### config.mk
export PLATFORM = sky130hd
export DESIGN_NAME = gray_conv_arbiter
export DESIGN_NICKNAME = d
export VERILOG_FILES = /design/src/rtl/gray_conv_arbiter.sv
export SDC_FILE = /design/constraint.sdc
export NUM_CORES = 1
export LEC_CHECK = 0
export CAP_MARGIN = 40
export CORE_UTILIZATION = 47
export CTS_CLUSTER_DIAMETER = 80
export DETAILED_ROUTE_END_ITERATION = 6
export GPL_TIMING_DRIVEN = 0
export PLACE_DENSITY = 0.8
export SLEW_MARGIN = 20
export SYNTH_ARGS = -nofsm -noshare
export SYNTH_HDL_FRONTEND = slang
export SYNTH_SLANG_ARGS = --single-unit
export TNS_END_PERCENT = 50
### constraint.sdc
create_clock -name clk -period 3.5 [get_ports clk]
set_clock_uncertainty 0.1 [all_clocks]
set_input_delay 0.7 -clock clk [delete_from_list [all_inputs] [get_ports clk]]
set_output_delay 0.7 -clock clk [all_outputs]
set_load 0.1 [all_outputs]
### src/rtl/gray_conv_arbiter.sv
// Round-robin arbiter sharing one registered Gray-to-binary converter between
// N_REQ requesters; results leave over a valid/ready handshake with the winner's ID.
module gray_conv_arbiter #(
  parameter  int unsigned N_REQ = 4,
  parameter  int unsigned W     = 4,
  localparam int unsigned IDW   = (N_REQ > 1) ? $clog2(N_REQ) : 1
) (
  input  logic               clk,
  input  logic               rst_n,
  input  logic [N_REQ-1:0]   req,
  input  logic [N_REQ*W-1:0] gray_in,
  output logic [N_REQ-1:0]   gnt,
  output logic               out_valid,
  input  logic               out_ready,
  output logic [W-1:0]       bin_out,
  output logic [IDW-1:0]     out_id,
  output logic               busy
);

  typedef enum logic [1:0] {IDLE, CONV, HOLD} state_t;

  state_t           state_q;
  logic [IDW-1:0]   ptr_q, ptr_d;
  logic [IDW-1:0]   id_q, win_id_d;
  logic [IDW-1:0]   out_id_q;
  logic [W-1:0]     gray_q, gray_d;
  logic [W-1:0]     bin_q;
  logic [N_REQ-1:0] gnt_q, gnt_d;
  logic             valid_q, busy_q, win_found;

  function automatic logic [W-1:0] gray2bin(input logic [W-1:0] g);
    logic [W-1:0] b;
    b      = '0;
    b[W-1] = g[W-1];
    for (int unsigned i = 1; i < W; i++) begin
      b[W-1-i] = b[W-i] ^ g[W-1-i];
    end
    return b;
  endfunction

  // Search starts at ptr_q and wraps at N_REQ, which need not be a power of two.
  always_comb begin
    int unsigned idx;
    idx       = 0;
    win_found = 1'b0;
    win_id_d  = '0;
    gnt_d     = '0;
    gray_d    = '0;
    for (int unsigned k = 0; k < N_REQ; k++) begin
      idx = 32'(ptr_q) + k;
      if (idx >= N_REQ) idx = idx - N_REQ;
      if (!win_found && req[idx]) begin
        win_found  = 1'b1;
        win_id_d   = IDW'(idx);
        gnt_d[idx] = 1'b1;
        gray_d     = gray_in[idx*W +: W];
      end
    end
    ptr_d = (win_id_d == IDW'(N_REQ - 1)) ? '0 : win_id_d + 1'b1;
  end

  always_ff @(posedge clk or negedge rst_n) begin
    if (!rst_n) begin
      state_q  <= IDLE;
      ptr_q    <= '0;
      id_q     <= '0;
      gray_q   <= '0;
      gnt_q    <= '0;
      valid_q  <= 1'b0;
      bin_q    <= '0;
      out_id_q <= '0;
      busy_q   <= 1'b0;
    end else begin
      case (state_q)
        IDLE: begin
          if (win_found) begin
            gray_q  <= gray_d;
            id_q    <= win_id_d;
            gnt_q   <= gnt_d;
            ptr_q   <= ptr_d;
            busy_q  <= 1'b1;
            state_q <= CONV;
          end
        end
        CONV: begin
          gnt_q    <= '0;
          bin_q    <= gray2bin(gray_q);
          out_id_q <= id_q;
          valid_q  <= 1'b1;
          state_q  <= HOLD;
        end
        HOLD: begin
          if (out_ready) begin
            valid_q <= 1'b0;
            busy_q  <= 1'b0;
            state_q <= IDLE;
          end
        end
        default: state_q <= IDLE;
      endcase
    end
  end

  assign gnt       = gnt_q;
  assign out_valid = valid_q;
  assign bin_out   = bin_q;
  assign out_id    = out_id_q;
  assign busy      = busy_q;

endmodule

==> results of run 1 <==
-- how the worst max path moves through the flow --
stage,from,to,slack (ns)
global placement,flop,gray_q[0],-0.08
floorplan,flop,gray_q[0],0.25
global route,flop,gray_q[1],-0.006
finish,flop,gray_q[0],0.1
CTS,flop,gray_q[0],0.05
detailed placement,ptr_q[1],gray_q[0],-0.14
-- cells in the final DEF, fill, tap and decap left out, drive strengths merged, types with 2 or more instances in the layout --
cell,n
clkdlybuf4s50,34
buf,27
nand2,24
dfrtp,22
o21ai,17
mux4,14
a21oi,13
mux2i,11
nor2,8
a221oi,8
clkbuf,8
mux2,6
ha,6
nand3,5
inv,4
a22oi,4
or3,4
xnor2,3
nand2b,3
o31ai,3
xor2,2
nor2b,2
and2,2
a211oi,2
o41ai,2
nand3b,2
or2,2
-- metrics by stage --
stage / hold WS (ns) / cell area (µm²)
2_1_floorplan: 0.304 / 1830
3_3_place_gp: 0.363 / 2230
3_5_place_dp: 0.371 / 2420
4_1_cts: 0.390 / 2500
5_1_grt: 0.426 / 2560
6_report: 0.383 / 2560
-- registers in the layout, summed over array words and instances, names as in the netlist, named ones only --
signal,cells
bin_out,4
busy,1
gnt,4
gray_q,4
id_q,2
out_id,2
out_valid,1
ptr_q,1
state_q,2
-- layout make-up --
class                      count  area share
clock buffer                   3      0.0161
buffer                        13      0.0303
clock inverter                 1      0.0117
multi-input combinational    146       0.468
sequential                    22       0.215
tap                           48      0.0234
inverter                       5     0.00879
timing repair buffer          53       0.227
-- cells in the mapped netlist, drive strengths merged, types with 3 or more instances --
library cell	n
a21oi	13
a221oi	8
a22oi	4
buf	9
clkbuf	4
dfrtp	22
ha	6
inv	5
mux2	6
mux2i	11
mux4	14
nand2	24
nand2b	3
nand3	5
nor2	8
o21ai	17
o31ai	3
or3	4
xnor2	3
-- metal layers --
metal | track usage | up-vias | share of wire
met2 | 0.392 | 60 | 0.50
met4 | 0.0972 | 0 | 0.017
met5 | 0 | - | 0
met1 | 0.318 | 786 | 0.44
met3 | 0.0214 | 7 | 0.042
li1 | - | 820 | -
-- worst max-delay path: stages, from the launching register on --
cell,delay [ns]
dfrtp_1,0.42
buf_4,0.19
buf_6,0.18
clkinvlp_4,0.15
ha_1,0.32
buf_6,0.12
mux4_2,0.59
or2_4,0.31
or4_4,0.54
a211oi_1,0.24
o41ai_1,0.12
-- kinds of logic (layout without fill, tap and decap cells) --
| kind of cell | Yosys count | count (layout) | share of synthesized area |
|---|---|---|---|
| AND/OR/NAND/NOR | 53 | 53 | 0.140 |
| AO/OA/AOI/OAI | 51 | 51 | 0.179 |
| multiplexers | 31 | 31 | 0.270 |
| flip-flops | 22 | 22 | 0.301 |
| buffers and inverters | 18 | 75 | 0.0452 |
| adder cells (fa/ha/maj) | 6 | 6 | 0.0411 |
| XOR/XNOR | 5 | 5 | 0.0240 |
-- timing repair --
| action | 4_1_cts | 5_1_grt |
|---|---|---|
| setup buffers | 0 | 6 |
| hold buffers | 0 | 0 |
| gates resized for setup | 4 | 5 |
| setup endpoints to repair | 11 | 11 |
| gates cloned | 0 | 0 |
==> metrics, run 1 <==
antenna viol nets, final=0; Min-Delay Path Class=reg -> reg; clock sink count=22; clk slew on worst S/H paths=0.08 ns; DR vias/cell=5.75; Post-Syn Area=0.00183 mm²; hold violation total from the final report=0; largest net degree at the start of global routing=14; first-pass GRT wire length=7650 µm; hpwl dp=3320 µm; FF+latch count, synth=22; Critical Path End Type=flop; required time of the critical path=3.54 ns; number of synthesized flops with an enable pin=0; Area contributors post-synth=dfrtp_1, mux4_2, mux2i_1; Fmax=294 MHz; diode count=0; maximum fanout along the worst path=10; Yosys warning count=0; Final setup viols=0; Placed Cells=281; Remaining Overflow, GRT=0; FF-to-FF End=gray_q[0]; CTS tree=done; Sum Neg Setup Slack=0 ns; fin crit period=3.40 ns; Die Height=64.4 µm; initial core utilization=0.496; Cell Count, Final, Fillers Out=291; Post-Syn Instances=186; vias post-DR=1673; io pins=35; Die Span X=64.4 µm; # nets final=273; hold depth=2; number of global-route vias before repair=1645; status=complete, no violations; max_slew headroom=0.621; Max clock buf depth=2; Post-Syn Nets=215; synth unique cells=34; Final Max Tran Viols=0; wire length per cell=14.6 µm; footprint of the multi-input gates=0.00120 mm²; Tot GR Track Use=0.237; Total Routed Length=4250 µm; initial antenna violation count=0; hold path endpoint=bin_out[0]; share of layout cells above drive strength 1=0.239; max cap viols=0; FFs w/ async S/R, synth=1.00; ys flop type=dfrtp_1; Iter 0 DRT Violations=108; post-layout util=0.695; WS Path Type=reg -> reg; DRC viols=0; Synth Area per Inst=9.83 µm²; FF/Latch Area=551 µm²; Seq/Total Area, Yosys=0.301; num rows=22; register-to-register setup slack=0.1 ns; # H-tree levels=1; Tcrit/Tclk final=0.972; Worst-Skew Late Latency=0.26 ns; Die ar.=0.00414 mm²; filler cell count=284; Synth-to-Final Area Change=40.2%; worst slack at placement=-0.143 ns; critical hold path startpoint=bin_out[0]; startpoint types=flop; area leader, netlist=dfrtp_1; slew of the pin with the lowest slew margin=0.554 ns; Core ar.=0.00369 mm²; PortBufs=34; TritonCTS Buffers=3; Placer Congestion=0.858; Worst EP arrival=3.44 ns; Final Worst Setup Slack=0.0969 ns; drt first pass iters=4; Clock Tree Root=clkbuf_8; Yosys top cell area share=0.301; Register-to-Register Path Depth=10
Power of run 1 is left out: the tool's default activity adds up to more than one toggle a clock period on the data nets, which glitch-free logic cannot reach.
==> run 2, diff against run 1 <==
--- a/config.mk
+++ b/config.mk
@@ -6,11 +6,11 @@
 export NUM_CORES = 1
 export LEC_CHECK = 0
 export CAP_MARGIN = 40
-export CORE_UTILIZATION = 47
+export CORE_UTILIZATION = 40
 export CTS_CLUSTER_DIAMETER = 80
 export DETAILED_ROUTE_END_ITERATION = 6
 export GPL_TIMING_DRIVEN = 0
-export PLACE_DENSITY = 0.8
+export PLACE_DENSITY = 0.71
 export SLEW_MARGIN = 20
 export SYNTH_ARGS = -nofsm -noshare
 export SYNTH_HDL_FRONTEND = slang
==> run 2 against run 1 <==
- count of clock-buffer cells in the layout rose by 1
- via count rose by 0.24%
- first-iteration DRC count fell by 13%
- setup slack improved by 0.040 ns
- critical path depth did not move
- worst hold slack improved by 0.014 ns
- utilization fell by 12 points
==> metrics, run 2 (synthesis gave the netlist of run 1 again) <==
PortBufs=34; Tcrit/Tclk final=0.961; clock sink count=22; diode count=0; fin crit period=3.36 ns; status=complete, no violations; TritonCTS Buffers=3; Tot GR Track Use=0.193; drt first pass iters=4; Synth-to-Final Area Change=38.9%; io pins=35; initial core utilization=0.417; Iter 0 DRT Violations=94; DR vias/cell=5.72; max cap viols=0; Register-to-Register Path Depth=10; wire length per cell=15.6 µm; FF-to-FF End=gray_q[1]; vias post-DR=1677; Remaining Overflow, GRT=0; share of layout cells above drive strength 1=0.241; maximum fanout along the worst path=10; Final Max Tran Viols=0; clk slew on worst S/H paths=0.08 ns; Hold Buf Count CTS=0; Worst EP arrival=3.40 ns; Total Routed Length=4570 µm; CTS tree=done; RSZ-0062 raised after global routing=no; post-layout util=0.579; Min-Delay Path Class=reg -> reg; commonest non-fill, non-tap cell in the layout=clkdlybuf4s50_1; Final setup viols=0; slew of the pin with the lowest slew margin=0.562 ns; number of global-route vias before repair=1558; register-to-register setup slack=0.14 ns; Clock Tree Root=clkbuf_8; worst slack at placement=-0.231 ns; Placed Cells=285; hold path endpoint=bin_out[0]; hold violation total from the final report=0; FF/Latch Area=552 µm²; Cell Count, Final, Fillers Out=293; antenna viol nets, final=0; first-pass GRT wire length=7560 µm; largest net degree at the start of global routing=17; critical hold path startpoint=bin_out[0]; Sum Neg Setup Slack=0 ns; Die ar.=0.00484 mm²; hold depth=2; Fmax=297 MHz; # nets final=271; startpoint types=flop; Die Span X=69.6 µm; commonest cells after routing, fill and taps aside=clkdlybuf4s50_1, nand2_1, dfrtp_1, o21ai_0, mux4_2; num rows=24; footprint of the multi-input gates=0.00120 mm²; WS Path Type=reg -> reg; Placer Congestion=0.851; DRC viols=0; Critical Path End Type=flop; Die Height=69.6 µm; Max clock buf depth=2; Worst-Skew Late Latency=0.26 ns; Final Worst Setup Slack=0.137 ns; hpwl dp=3450 µm; max_slew headroom=0.616; required time of the critical path=3.54 ns; Core ar.=0.00438 mm²; initial antenna violation count=0; # H-tree levels=1; filler cell count=399
==> run 2: timing repair <==
item | in CTS | in global routing
setup buffers | 0 | 4
resized for setup | 5 | 5
pin swaps | 0 | 0
endpoints found under the setup margin | 11 | 12
==> run 2: routing by layer <==
metal,up-vias,track usage,share of wire
met5,-,0,0
li1,813,-,-
met4,0,0.0454,0.0050
met3,4,0.0131,0.040
met1,806,0.275,0.47
met2,54,0.321,0.49
==> run 2: final cells by class <==
class,count,area share
Inverter,5,0.00887
Sequential cell,22,0.217
Multi-Input combinational cell,146,0.474
Clock buffer,4,0.0217
Timing Repair Buffer,51,0.223
Tap cell,52,0.0256
Buffer,13,0.0296
==> run 2: per-stage QoR <==
step | hold slack [ns] | cell area, µm²
after global placement | 0.365 | 2230
after global routing | 0.422 | 2540
after floorplan | 0.304 | 1830
after CTS | 0.403 | 2500
after detailed placement | 0.386 | 2430
final | 0.398 | 2540
==> run 2: worst max path at each step <==
stage | slack [ns] | to | from
2_1_floorplan | 0.25 | gray_q[0] | flop
3_3_place_gp | -0.17 | gray_q[1] | ptr_q[1]
3_5_place_dp | -0.23 | gray_q[1] | ptr_q[1]
4_1_cts | 0.01 | gray_q[1] | flop
5_1_grt | 0.03 | gray_q[1] | flop
6_report | 0.14 | gray_q[1] | flop
==> run 2: worst max-delay path, stage by stage (launching register included) <==
cell,delay [ns]
dfrtp_1,0.40
clkbuf_4,0.21
buf_6,0.19
clkinvlp_4,0.13
ha_1,0.30
buf_6,0.13
mux4_2,0.55
or2_4,0.30
or4_4,0.55
a211oi_2,0.26
o41ai_1,0.11
Power of run 2 is left out for the same reason.
==> run 3, diff against run 2 <==
--- a/config.mk
+++ b/config.mk
@@ -10,7 +10,7 @@
 export CTS_CLUSTER_DIAMETER = 80
 export DETAILED_ROUTE_END_ITERATION = 6
 export GPL_TIMING_DRIVEN = 0
-export PLACE_DENSITY = 0.71
+export PLACE_DENSITY = 0.68
 export SLEW_MARGIN = 20
 export SYNTH_ARGS = -nofsm -noshare
 export SYNTH_HDL_FRONTEND = slang
==> constraint.sdc (replaced) <==
create_clock -name clk -period 4.28 [get_ports clk]
set_clock_uncertainty 0.1 [all_clocks]
set_input_delay 0.856 -clock clk [delete_from_list [all_inputs] [get_ports clk]]
set_output_delay 0.856 -clock clk [all_outputs]
set_load 0.1 [all_outputs]
==> run 3 against run 2 <==
- sequential share of layout area up 0.44 points
- die area unchanged
- sequential cell count unchanged
- maximum frequency down 8.7%
- utilization down 1.3 points
- critical endpoint unchanged
==> metrics, run 3 (synthesis gave the netlist of run 1 again) <==
Total Routed Length=4110 µm; vias post-DR=1626; met1 usage=0.275; # H-tree levels=1; GR Layer Usage met2=0.287; Min-Delay Path Class=reg -> reg; FF/Latch Area=551 µm²; Hold Buf Count CTS=0; post-CTS sizing=0; TritonCTS Buffers=3; post-CTS setup buffer count=0; Core ar.=0.00438 mm²; clk slew on worst S/H paths=0.07 ns; CTS tree=done; RSZ-0062 raised after global routing=no; status=complete, no violations; number of global-route vias before repair=1533; slew of the pin with the lowest slew margin=0.580 ns; max cap viols=0; Die Height=69.6 µm; Final setup viols=0; Final Max Tran Viols=0; initial antenna violation count=0; initial core utilization=0.417; Iter 0 DRT Violations=101; Clock Tree Root=clkbuf_8; hpwl dp=3270 µm; Worst EP arrival=3.72 ns; Final Worst Setup Slack=0.598 ns; Die Span X=69.6 µm; hold violation total from the final report=0; WS Path Type=reg -> reg; required time of the critical path=4.32 ns; Critical Path End Type=flop; critical hold path startpoint=bin_out[0]; r2r startpoint=ptr_q[1]; Synth-to-Final Area Change=35.9%; DR vias/cell=5.63; clock sink count=22; Register-to-Register Path Depth=9; GR Util met3=0.0160; wire length per cell=14.2 µm; Max clock buf depth=2; Sum Neg Setup Slack=0 ns; commonest cells after routing, fill and taps aside=clkdlybuf4s50_1, nand2_1, dfrtp_1, o21ai_0, mux4_2; antenna viol nets, final=0; filler cell count=391; io pins=35; diode count=0; Worst-Skew Late Latency=0.26 ns; max_slew headroom=0.613; commonest non-fill, non-tap cell in the layout=clkdlybuf4s50_1; first-pass GRT wire length=7380 µm; Placer Congestion=0.890; maximum fanout along the worst path=10; critical path launch point=ptr_q[1]; largest net degree at the start of global routing=15; num rows=24; Die ar.=0.00484 mm²; Remaining Overflow, GRT=0; # nets final=267; Tot GR Track Use=0.185; footprint of the multi-input gates=0.00119 mm²; startpoint types=flop; DRC viols=0; Fmax=272 MHz; Tcrit/Tclk final=0.860; busiest grt layer=met2; PortBufs=34; fin crit period=3.68 ns; drt first pass iters=4; share of layout cells above drive strength 1=0.203; worst slack at placement=0.639 ns; hold depth=2
==> run 3: cell types whose count changed in the layout (fill, tap and decap cells not counted), sizes merged <==
cell      before  now
buf           25   22
inv            4    5
clkbuf         9    8
clkinvlp       1    0
==> run 3: per-stage QoR <==
| stage | area [µm²] | cells | utilization | hold WS [ns] |
|---|---|---|---|---|
| floorplan | 1830 | 186 | - | 0.342 |
| global placement | 2230 | 272 | 0.509 | 0.366 |
| detailed placement | 2430 | 285 | 0.554 | 0.372 |
| CTS | 2480 | 289 | 0.566 | 0.387 |
| global route | 2480 | 289 | 0.566 | 0.397 |
| finish | 2480 | 289 | 0.566 | 0.377 |
==> run 3: final cells by class <==
class,count,area share
Buffer,13,0.0257
Clock buffer,4,0.0222
Inverter,5,0.00756
Multi-Input combinational cell,146,0.481
Sequential cell,22,0.222
Tap cell,52,0.0262
Timing Repair Buffer,47,0.216
==> run 3: final timing paths <==
path | end | slack (ns)
worst max register to register | gray_q[1] | 0.60
max in group asynchronous | bin_out[2] | 2.85
worst max-delay path | gray_q[1] | 0.60
worst min-delay path | bin_out[0] | 0.38
min in group asynchronous | state_q[1] | 0.79
worst min register to register | bin_out[0] | 0.38
==> run 3: critical path: stages, from the launching register on <==
cell	delay, ns
dfrtp_1	0.51
buf_1	0.47
inv_1	0.20
ha_1	0.35
buf_6	0.13
mux4_2	0.58
or2_4	0.31
or4_4	0.55
a211oi_1	0.26
o41ai_1	0.11
==> run 3: routing by layer <==
layer / wire length (µm) / up-vias
met4: 27 / 0
li1: - / 805
met1: 2010 / 770
met5: 0 / -
met3: 151 / 3
met2: 1920 / 48
Power of run 3 is left out for the same reason.
